$ cat config.mk
export PLATFORM = sky130hd
export DESIGN_NAME = traffic_sensor_conditioner
export DESIGN_NICKNAME = d
export VERILOG_FILES = /design/src/rtl/traffic_sensor_conditioner.sv
export SDC_FILE = /design/constraint.sdc
export NUM_CORES = 1
export LEC_CHECK = 0
export ABC_AREA = 1
export BUFFER_PORTS_ARGS = -buffer_cell sky130_fd_sc_hd__buf_2
export CORE_MARGIN = 10
export CORE_UTILIZATION = 25
export CTS_CLUSTER_DIAMETER = 30
export CTS_CLUSTER_SIZE = 8
export DETAILED_ROUTE_END_ITERATION = 8
export PLACE_DENSITY = 0.41
export SYNTH_ARGS = -nofsm -noshare
export SYNTH_HDL_FRONTEND = slang
export SYNTH_SLANG_ARGS = --single-unit
$ cat constraint.sdc
create_clock -name clk -period 2.34 [get_ports clk]
set_input_delay 0.234 -clock clk [delete_from_list [all_inputs] [get_ports clk]]
set_output_delay 0.234 -clock clk [all_outputs]
set_load 0.01 [all_outputs]
$ cat src/rtl/traffic_sensor_conditioner.sv
// Car-sensor front end: per-street 2-FF sync, debounce, arrival counting and queue FSM.
// Optional stuck-loop detection with fail-safe request is enabled by defining SENSOR_STUCK_DET_EN.
module traffic_sensor_conditioner #(
  parameter int DB_CYCLES    = 4,
  parameter int CNT_W        = 4,
  parameter int STUCK_CYCLES = 200
) (
  input  logic             clk,
  input  logic             rst_n,
  input  logic             loop_a_i,
  input  logic             loop_b_i,
  input  logic             ga_i,
  input  logic             gb_i,
  output logic             sa_o,
  output logic             sb_o,
  output logic [CNT_W-1:0] qa_o,
  output logic [CNT_W-1:0] qb_o,
  output logic [1:0]       sat_o,
  output logic [1:0]       stuck_o
);

  typedef enum logic [1:0] {
    IDLE    = 2'd0,
    WAITING = 2'd1,
    SERVED  = 2'd2
  } state_t;

  localparam logic [CNT_W-1:0] Q_MAX   = {CNT_W{1'b1}};
  localparam logic [7:0]       DB_LAST = 8'(DB_CYCLES - 1);

  if (DB_CYCLES < 1 || DB_CYCLES > 255) begin : g_bad_db_cycles
    $error("traffic_sensor_conditioner: DB_CYCLES must be within 1..255");
  end
  if (STUCK_CYCLES < 1) begin : g_bad_stuck_cycles
    $error("traffic_sensor_conditioner: STUCK_CYCLES must be positive");
  end

  logic [1:0]       loop_raw;
  logic [1:0]       green;
  logic             s_vec     [2];
  logic             sat_vec   [2];
  logic             stuck_vec [2];
  logic [CNT_W-1:0] q_vec     [2];

  assign loop_raw = {loop_b_i, loop_a_i};
  assign green    = {gb_i, ga_i};

  for (genvar gi = 0; gi < 2; gi++) begin : g_ch
    logic             sync1_reg;
    logic             sync2_reg;
    logic             filt_reg;
    logic             filt_d_reg;
    logic [7:0]       dbc_reg;
    logic             arrival;
    state_t           state_reg;
    state_t           state_next;
    logic [CNT_W-1:0] q_reg;
    logic [CNT_W-1:0] q_next;
    logic             sat_reg;
    logic             sat_next;
    logic             s_reg;
    logic             s_next;
    logic             stuck_next;

    // Synchronizer and debounce: filt follows the synced level only after DB_CYCLES agreeing samples.
    always_ff @(posedge clk or negedge rst_n) begin
      if (!rst_n) begin
        sync1_reg  <= 1'b0;
        sync2_reg  <= 1'b0;
        filt_reg   <= 1'b0;
        filt_d_reg <= 1'b0;
        dbc_reg    <= '0;
      end else begin
        sync1_reg  <= loop_raw[gi];
        sync2_reg  <= sync1_reg;
        filt_d_reg <= filt_reg;
        if (sync2_reg == filt_reg) begin
          dbc_reg <= '0;
        end else if (dbc_reg == DB_LAST) begin
          filt_reg <= sync2_reg;
          dbc_reg  <= '0;
        end else begin
          dbc_reg <= dbc_reg + 8'd1;
        end
      end
    end

    assign arrival = filt_reg & ~filt_d_reg;

    always_comb begin
      state_next = state_reg;
      q_next     = q_reg;
      sat_next   = sat_reg;
      case (state_reg)
        IDLE: begin
          if (green[gi]) begin
            state_next = SERVED;
            q_next     = '0;
          end else if (arrival) begin
            state_next = WAITING;
            q_next     = CNT_W'(1);
          end
        end
        WAITING: begin
          if (green[gi]) begin
            state_next = SERVED;
            q_next     = '0;
          end else if (arrival) begin
            if (q_reg == Q_MAX) begin
              sat_next = 1'b1;
            end else begin
              q_next = q_reg + CNT_W'(1);
            end
          end
        end
        SERVED: begin
          q_next = '0;
          if (!green[gi]) begin
            state_next = IDLE;
          end
        end
        default: begin
          state_next = IDLE;
          q_next     = '0;
        end
      endcase
    end

`ifdef SENSOR_STUCK_DET_EN
    localparam int                 STUCK_W    = $clog2(STUCK_CYCLES + 1);
    localparam logic [STUCK_W-1:0] STUCK_LAST = STUCK_W'(STUCK_CYCLES);

    logic [STUCK_W-1:0] stk_cnt_reg;
    logic [STUCK_W-1:0] stk_cnt_next;
    logic               stuck_reg;

    // The counter saturates at STUCK_CYCLES so a permanently stuck loop cannot wrap it.
    always_comb begin
      stk_cnt_next = stk_cnt_reg;
      if (!filt_reg || green[gi]) begin
        stk_cnt_next = '0;
      end else if (stk_cnt_reg != STUCK_LAST) begin
        stk_cnt_next = stk_cnt_reg + STUCK_W'(1);
      end
    end

    assign stuck_next = stuck_reg | (stk_cnt_next == STUCK_LAST);

    always_ff @(posedge clk or negedge rst_n) begin
      if (!rst_n) begin
        stk_cnt_reg <= '0;
        stuck_reg   <= 1'b0;
      end else begin
        stk_cnt_reg <= stk_cnt_next;
        stuck_reg   <= stuck_next;
      end
    end

    assign stuck_vec[gi] = stuck_reg;
`else
    assign stuck_next    = 1'b0;
    assign stuck_vec[gi] = 1'b0;
`endif

    // A stuck loop keeps requesting service, but never while its street is already green.
    assign s_next = (state_next == WAITING) | (stuck_next & ~green[gi]);

    always_ff @(posedge clk or negedge rst_n) begin
      if (!rst_n) begin
        state_reg <= IDLE;
        q_reg     <= '0;
        sat_reg   <= 1'b0;
        s_reg     <= 1'b0;
      end else begin
        state_reg <= state_next;
        q_reg     <= q_next;
        sat_reg   <= sat_next;
        s_reg     <= s_next;
      end
    end

    assign s_vec[gi]   = s_reg;
    assign sat_vec[gi] = sat_reg;
    assign q_vec[gi]   = q_reg;
  end

  assign sa_o    = s_vec[0];
  assign sb_o    = s_vec[1];
  assign qa_o    = q_vec[0];
  assign qb_o    = q_vec[1];
  assign sat_o   = {sat_vec[1], sat_vec[0]};
  assign stuck_o = {stuck_vec[1], stuck_vec[0]};

endmodule

==> results of run 1 <==
[Yosys cell counts (all sizes together)]
cell	count	area (sq um)
nand4	5	31.3
nand3	14	90.1
nor2	38	160
a31oi	1	6.26
nor3	6	35.0
a21oi	3	15.0
nor4	1	6.26
inv	22	82.6
xnor2	3	26.3
or2	2	12.5
ha	4	50.1
o21ai	13	87.6
dfrtp	40	1000
buf	4	30.0
nor3b	1	7.51
xor2	5	43.8
conb	1	3.75
a21o	2	15.0
nand2	43	171
[how the worst max path moves through the flow]
stage	endpoint	slack, ns	cells past startpoint
floorplan	qa_o[2]	1.15	4
global placement	g_ch[0].dbc_reg[5]	1.07	5
detailed placement	g_ch[0].dbc_reg[5]	1.07	5
CTS	g_ch[0].dbc_reg[5]	1.05	5
global route	qa_o[3]	0.91	6
finish	g_ch[0].dbc_reg[5]	1.05	5
[metal layers]
layer  vias up  track usage, %
met5         -               0
met4         0            4.06
met3         9            2.87
met2        25            9.17
met1       607            8.50
li1        703               -
[kinds of logic after synthesis]
logic type / after synthesis
simple gates: 110
flops: 40
buf+inv: 26
compound gates: 19
xor+xnor: 8
fa+ha+maj: 4
other cells: 1
[power by group through the flow]
| stage | combinational (W) | sequential, W | clock (W) |
|---|---|---|---|
| 2_1_floorplan | 0.000229 | 0.000877 | 0 |
| 3_3_place_gp | 0.000318 | 0.000889 | 0 |
| 3_5_place_dp | 0.000315 | 0.000890 | 0 |
| 4_1_cts | 0.000318 | 0.000877 | 0.000520 |
| 5_1_grt | 0.000364 | 0.000894 | 0.000553 |
| 6_report | 0.000310 | 0.000878 | 0.000496 |
[layout by cell type (no fill, tap or decap), types with 2 or more instances in the layout]
cell type	count
clkbuf_8	7
or2_2	2
buf_2	17
nand4_1	5
nor3_1	5
o21ai_1	9
nand3_1	10
a21o_1	2
nor2_4	2
o21ai_4	2
conb_1	2
xor2_1	5
o21ai_0	2
a21oi_1	3
dfrtp_1	40
nand3_2	4
nand2_1	39
inv_1	21
ha_1	4
nand2_2	4
nor2_1	35
xnor2_1	3
[stage by stage]
step | worst slack (ns) | cell area (sq um) | hold slack (ns) | total power, W | utilization, %
after detailed placement | 1.07 | 2070 | 0.181 | 0.00120 | 28.3
after global placement | 1.07 | 2070 | 0.180 | 0.00121 | 28.3
after global routing | 0.906 | 2170 | 0.0377 | 0.00181 | 29.8
after CTS | 1.05 | 2170 | 0.0363 | 0.00171 | 29.8
final | 1.05 | 2170 | 0.0473 | 0.00168 | 29.8
after floorplan | 1.15 | 1880 | -0.0616 | 0.00111 | -
[area by class of cell]
type | instances | area share [%]
inverters | 22 | 3.80
clock buffers | 7 | 4.44
well taps | 99 | 5.70
flip-flops and latches | 40 | 46.1
multi-input cells | 143 | 35.3
repair buffers | 19 | 4.72
==> metrics.cfg, run 1 <==
[run_status]
status=finished clean

[hold_path]
worstHoldPathType=in -> reg
hold_path_end=g_ch[0].sync1_reg
min_from=loop_a_i
hold_depth=1

[route]
drt_first_pass_iters=4
viasPerCell=4.07
wl_met2_microns=1470
top_layer_used=met4
wl_per_cell_microns=10.7
met3_length_microns=211
num_vias=1344
first_iter_violations=51
antenna_left=0
drc_errors=0
routed_wl_microns=3520
wirelength_met1_microns=1750

[placement]
hpwl_microns=2580
place_inst=322
place.gp.congestion=0.755
numPortBuffers=17

[synthesis]
synth_cell_types=27
yosys.area_share.simple_pct=27.4
synth.mux.area_fraction_pct=0
synth_warnings=0
synth.avg_cell_area_sq_um=9.02
synth_fa_ha_area_share_pct=2.67
ys_seq_area_share_pct=53.4
synthCells=208
ys_seq_elements=40
synth_top_family_by_area=simple AND/OR/NAND/NOR gates
synth_area_sq_um=1880
synth_compound_area_share_pct=6.60
synthXorXnorAreaFrac_pct=3.74

[worst_setup_path]
crit_path_end_kind=flop
r2r_end=g_ch[0].dbc_reg[5]
crit_chain=ha_1, nor3b_1, nand3_1, nand2_2, nor2_1
regToRegStartpoint=g_ch[0].dbc_reg[0]
cp_num_buf_inv=0
path_max_fanout=5
crit_type=reg -> reg
rr_worst_depth=5
reg2reg_setup_slack_ns=1.05
cpMaxStageDelayCell=dfrtp_1
cp.required_ns=2.52
arrival_ns=1.47
critPathLaunch=g_ch[0].dbc_reg[0]
crit_family=simple AND/OR/NAND/NOR gates
critPathLaunchType=flop
cp_slowest_stage_delay_ns=0.38

[global_routing]
grt_max_degree=25
antenna_found_initial=0
overflow=0
grt_usage_pct=6.71
grt_pass1_wl_microns=6150
grt_pass1_vias=1307

[power_and_ir_drop]
p_clk_share_pct=29.5
power_frac_comb_pct=18.4
ir_drop_mv=0.191
switching_power_w=0.000526
p_leak_nw=1.06
p_sw_share_pct=31.2
cellPowerDensity_nw_per_um2=775
p_seq_share_pct=52.1
internal_power_w=0.00116

[timing]
setup_viol=0
period_minus_slack_ns=1.29
post-route-period-util_pct=55.1
finalHoldViolCount=0
fmax_ghz=0.775
grt_setup_unrepaired=false
fin_worst_skew_ns=0.00439
fin_tns_setup_ns=0
final_max_slew_viol_count=0

[clock_network]
cts_tree=yes
post_cts_buffers=0
ctsResizeCount=0
clock_latency_ns=0.29
cts_max_path_buffers=2
cts_num_sinks=40
htreeDepth=2
clock-root-buffer=clkbuf_8
path_clk_slew_ns=0.07
cts-buffers-inserted=5
postCtsHoldBufs=1

[die]
rows=31
initial_core_util_pct=25.7
die_y_microns=107
fp.dieW_microns=107
pin_count=20
die_area_sq_um=11400
core_sq_um=7290

[layout]
instances_no_fill=330
area.growth.synth_to_final_pct=15.8
seqCellArea_sq_um=1000
multi_input_area_sq_um=766
n_antenna_cell=0
nets=241
num-fill-cells=806
largest_register_ff_count=16
drive_gt1_share_pct=18.2

[job]
cap_violations=0

Power figures use the tool's default switching activity.
==> run 2, diff against run 1 <==
Settings changed: ABC_AREA 1 to 0.
Clock period 2.34 ns to 1.25 ns, I/O delays scaled along.
==> metrics.cfg, run 2 <==
[layout]
nets=238
n_antenna_cell=0
final_common_cell=dfrtp_1
drive_gt1_share_pct=49.3
area.growth.synth_to_final_pct=48.8
design_area_sq_um=2700
largest_register_ff_count=16
most-common-layout-cells=dfrtp_1 (38), buf_4 (36), buf_2 (17)

[synthesis]
synthCells=165
synth_warnings=0
yosysTopAreaCellShare_pct=55.1
ys_seq_area_share_pct=55.1
synth-edff-count=0
synthFlopType=dfrtp_1
ys_seq_elements=40
async_flop_share_pct=100
synth_cell_types=36
yosys.area.top_type=dfrtp_1
synth_area_sq_um=1820
synth_common_cells=dfrtp_1 (40), nor2_1 (22), nand3_1 (11)
yosysMostFrequentCell=dfrtp_1
synth.area.top_cells=dfrtp_1 (55%), nor2_1 (4.5%), mux2_1 (3.1%)
synth.avg_cell_area_sq_um=11.0

[clock_network]
clock_latency_ns=0.29
cts-buffers-inserted=5
cts_num_sinks=40
cts_max_path_buffers=2
htreeDepth=2
path_clk_slew_ns=0.08
cts_tree=yes
clock-root-buffer=clkbuf_8

[timing]
grt_setup_unrepaired=true
fin_worst_skew_ns=0.00890
final_max_slew_viol_count=0
finalHoldViolCount=0
setup_viol=22
fin_tns_setup_ns=-4.94
fmax_ghz=0.605
finalWorstSetupSlack_ns=-0.403
period_minus_slack_ns=1.65
post-route-period-util_pct=132

[global_routing]
antenna_found_initial=0
grt_usage_pct=7.84
grt_pass1_wl_microns=7230
overflow=0
grt_max_degree=26
grt_pass1_vias=1641

[die]
rows=31
pin_count=20
die_y_microns=105
initial_core_util_pct=25.4
die_area_sq_um=11100
fp.dieW_microns=105
core_sq_um=7140

[worst_setup_path]
cp.required_ns=1.43
crit_path_end=g_ch[0].filt_reg
crit_type=reg -> reg
r2r_end=g_ch[0].filt_reg
path_max_fanout=2
regToRegStartpoint=g_ch[0].dbc_reg[1]
rr_worst_depth=4
critPathLaunchType=flop
arrival_ns=1.83
reg2reg_setup_slack_ns=-0.40
critPathLaunch=g_ch[0].dbc_reg[1]
crit_path_end_kind=flop

[hold_path]
worstHoldPathType=in -> reg

[placement]
pre_cts_slack_ns=-0.430
hpwl_microns=3020
place.gp.congestion=0.850
numPortBuffers=17
placed_area_sq_um=2330

[route]
drt_first_pass_iters=4
num_vias=1472
antenna_left=0
drc_errors=0
first_iter_violations=46
viasPerCell=4.49
routed_wl_microns=4140
wl_per_cell_microns=12.6

[power_and_ir_drop]
power.total_w=0.00390
ir_drop_mv=0.530
p_leak_nw=1.20
cellPowerDensity_nw_per_um2=1440

[job]
cap_violations=0

[run_status]
status=finished with violations
violations=setup timing

==> run 2: changes by cell type in the layout (fill, tap and decap cells not counted), moves of 6 or more <==
cell / change
o21ai_0: +6
o21ai_1: -9
buf_4: +35
inv_1: -13
nor2_1: -19
nand2_1: -36
==> run 2: area by class of cell <==
class,count,area [sq um]
sequential,40,1000
timing repair buffer,62,462
tap,99,124
clock buffer,8,100
multi-input combinational,111,982
inverter,8,30.0
fill,721,4440
==> run 2: metal layers <==
metal	wire length, microns	track usage (%)	up-vias
met2	2140	14.2	23
met1	1750	7.68	733
met3	179	3.05	6
met5	0	0	-
met4	72	3.63	0
li1	-	-	710
==> run 2: logic make-up (layout without fill, tap and decap cells) <==
family	Yosys count	after routing	synth area share [%]
AO/OA/AOI/OAI	36	36	14.3
other	1	2	0.207
AND/OR/NAND/NOR	56	56	16.3
adder cells (fa/ha/maj)	4	4	2.76
multiplexers	5	5	3.10
buffers and inverters	15	78	4.34
flip-flops	40	40	55.1
XOR/XNOR	8	8	3.86
==> run 2: power by group <==
part / switching, W / leakage, nW / internal, W
Clock: 0.000437 / 0.0515 / 0.000504
Combinational: 0.000633 / 0.617 / 0.000723
Sequential: 0.000129 / 0.528 / 0.00147
==> run 2: worst min path at each step <==
stage / from / endpoint / slack [ns] / cells past startpoint
floorplan: rst_n / g_ch[0].dbc_reg[0] / -0.17 / 0
global placement: rst_n / g_ch[0].sat_reg / 0.07 / 1
detailed placement: rst_n / g_ch[0].sat_reg / 0.07 / 1
CTS: ga_i / g_ch[0].state_reg[1] / 0.1 / 2
global route: ga_i / g_ch[0].state_reg[1] / 0.11 / 2
finish: ga_i / g_ch[0].state_reg[1] / 0.11 / 2
==> run 2: timing repair <==
| item | 4_1_cts | 5_1_grt |
|---|---|---|
| gates resized for setup | 16 | 20 |
| buffers inserted | 5 | 3 |
| pin swaps | 3 | 6 |
| hold buffers | 3 | 0 |
| setup endpoints to repair | 23 | 27 |
| hold endpoints to repair | 17 | 0 |
==> run 2: through the flow <==
stage                     cells  hold WS [ns]  utilization, %
final                       328         0.107            37.9
after global routing        328         0.115            37.9
after CTS                   325        0.0986            36.0
after detailed placement    309        0.0688            32.7
after global placement      309        0.0671            32.7
after floorplan             166        -0.171               -
==> run 2: worst max-delay path, cell delays in order (launching register included) <==
cell     delay, ns
dfrtp_1       0.36
ha_2          0.18
or4b_4        0.50
nor4_4        0.18
mux2_4        0.32
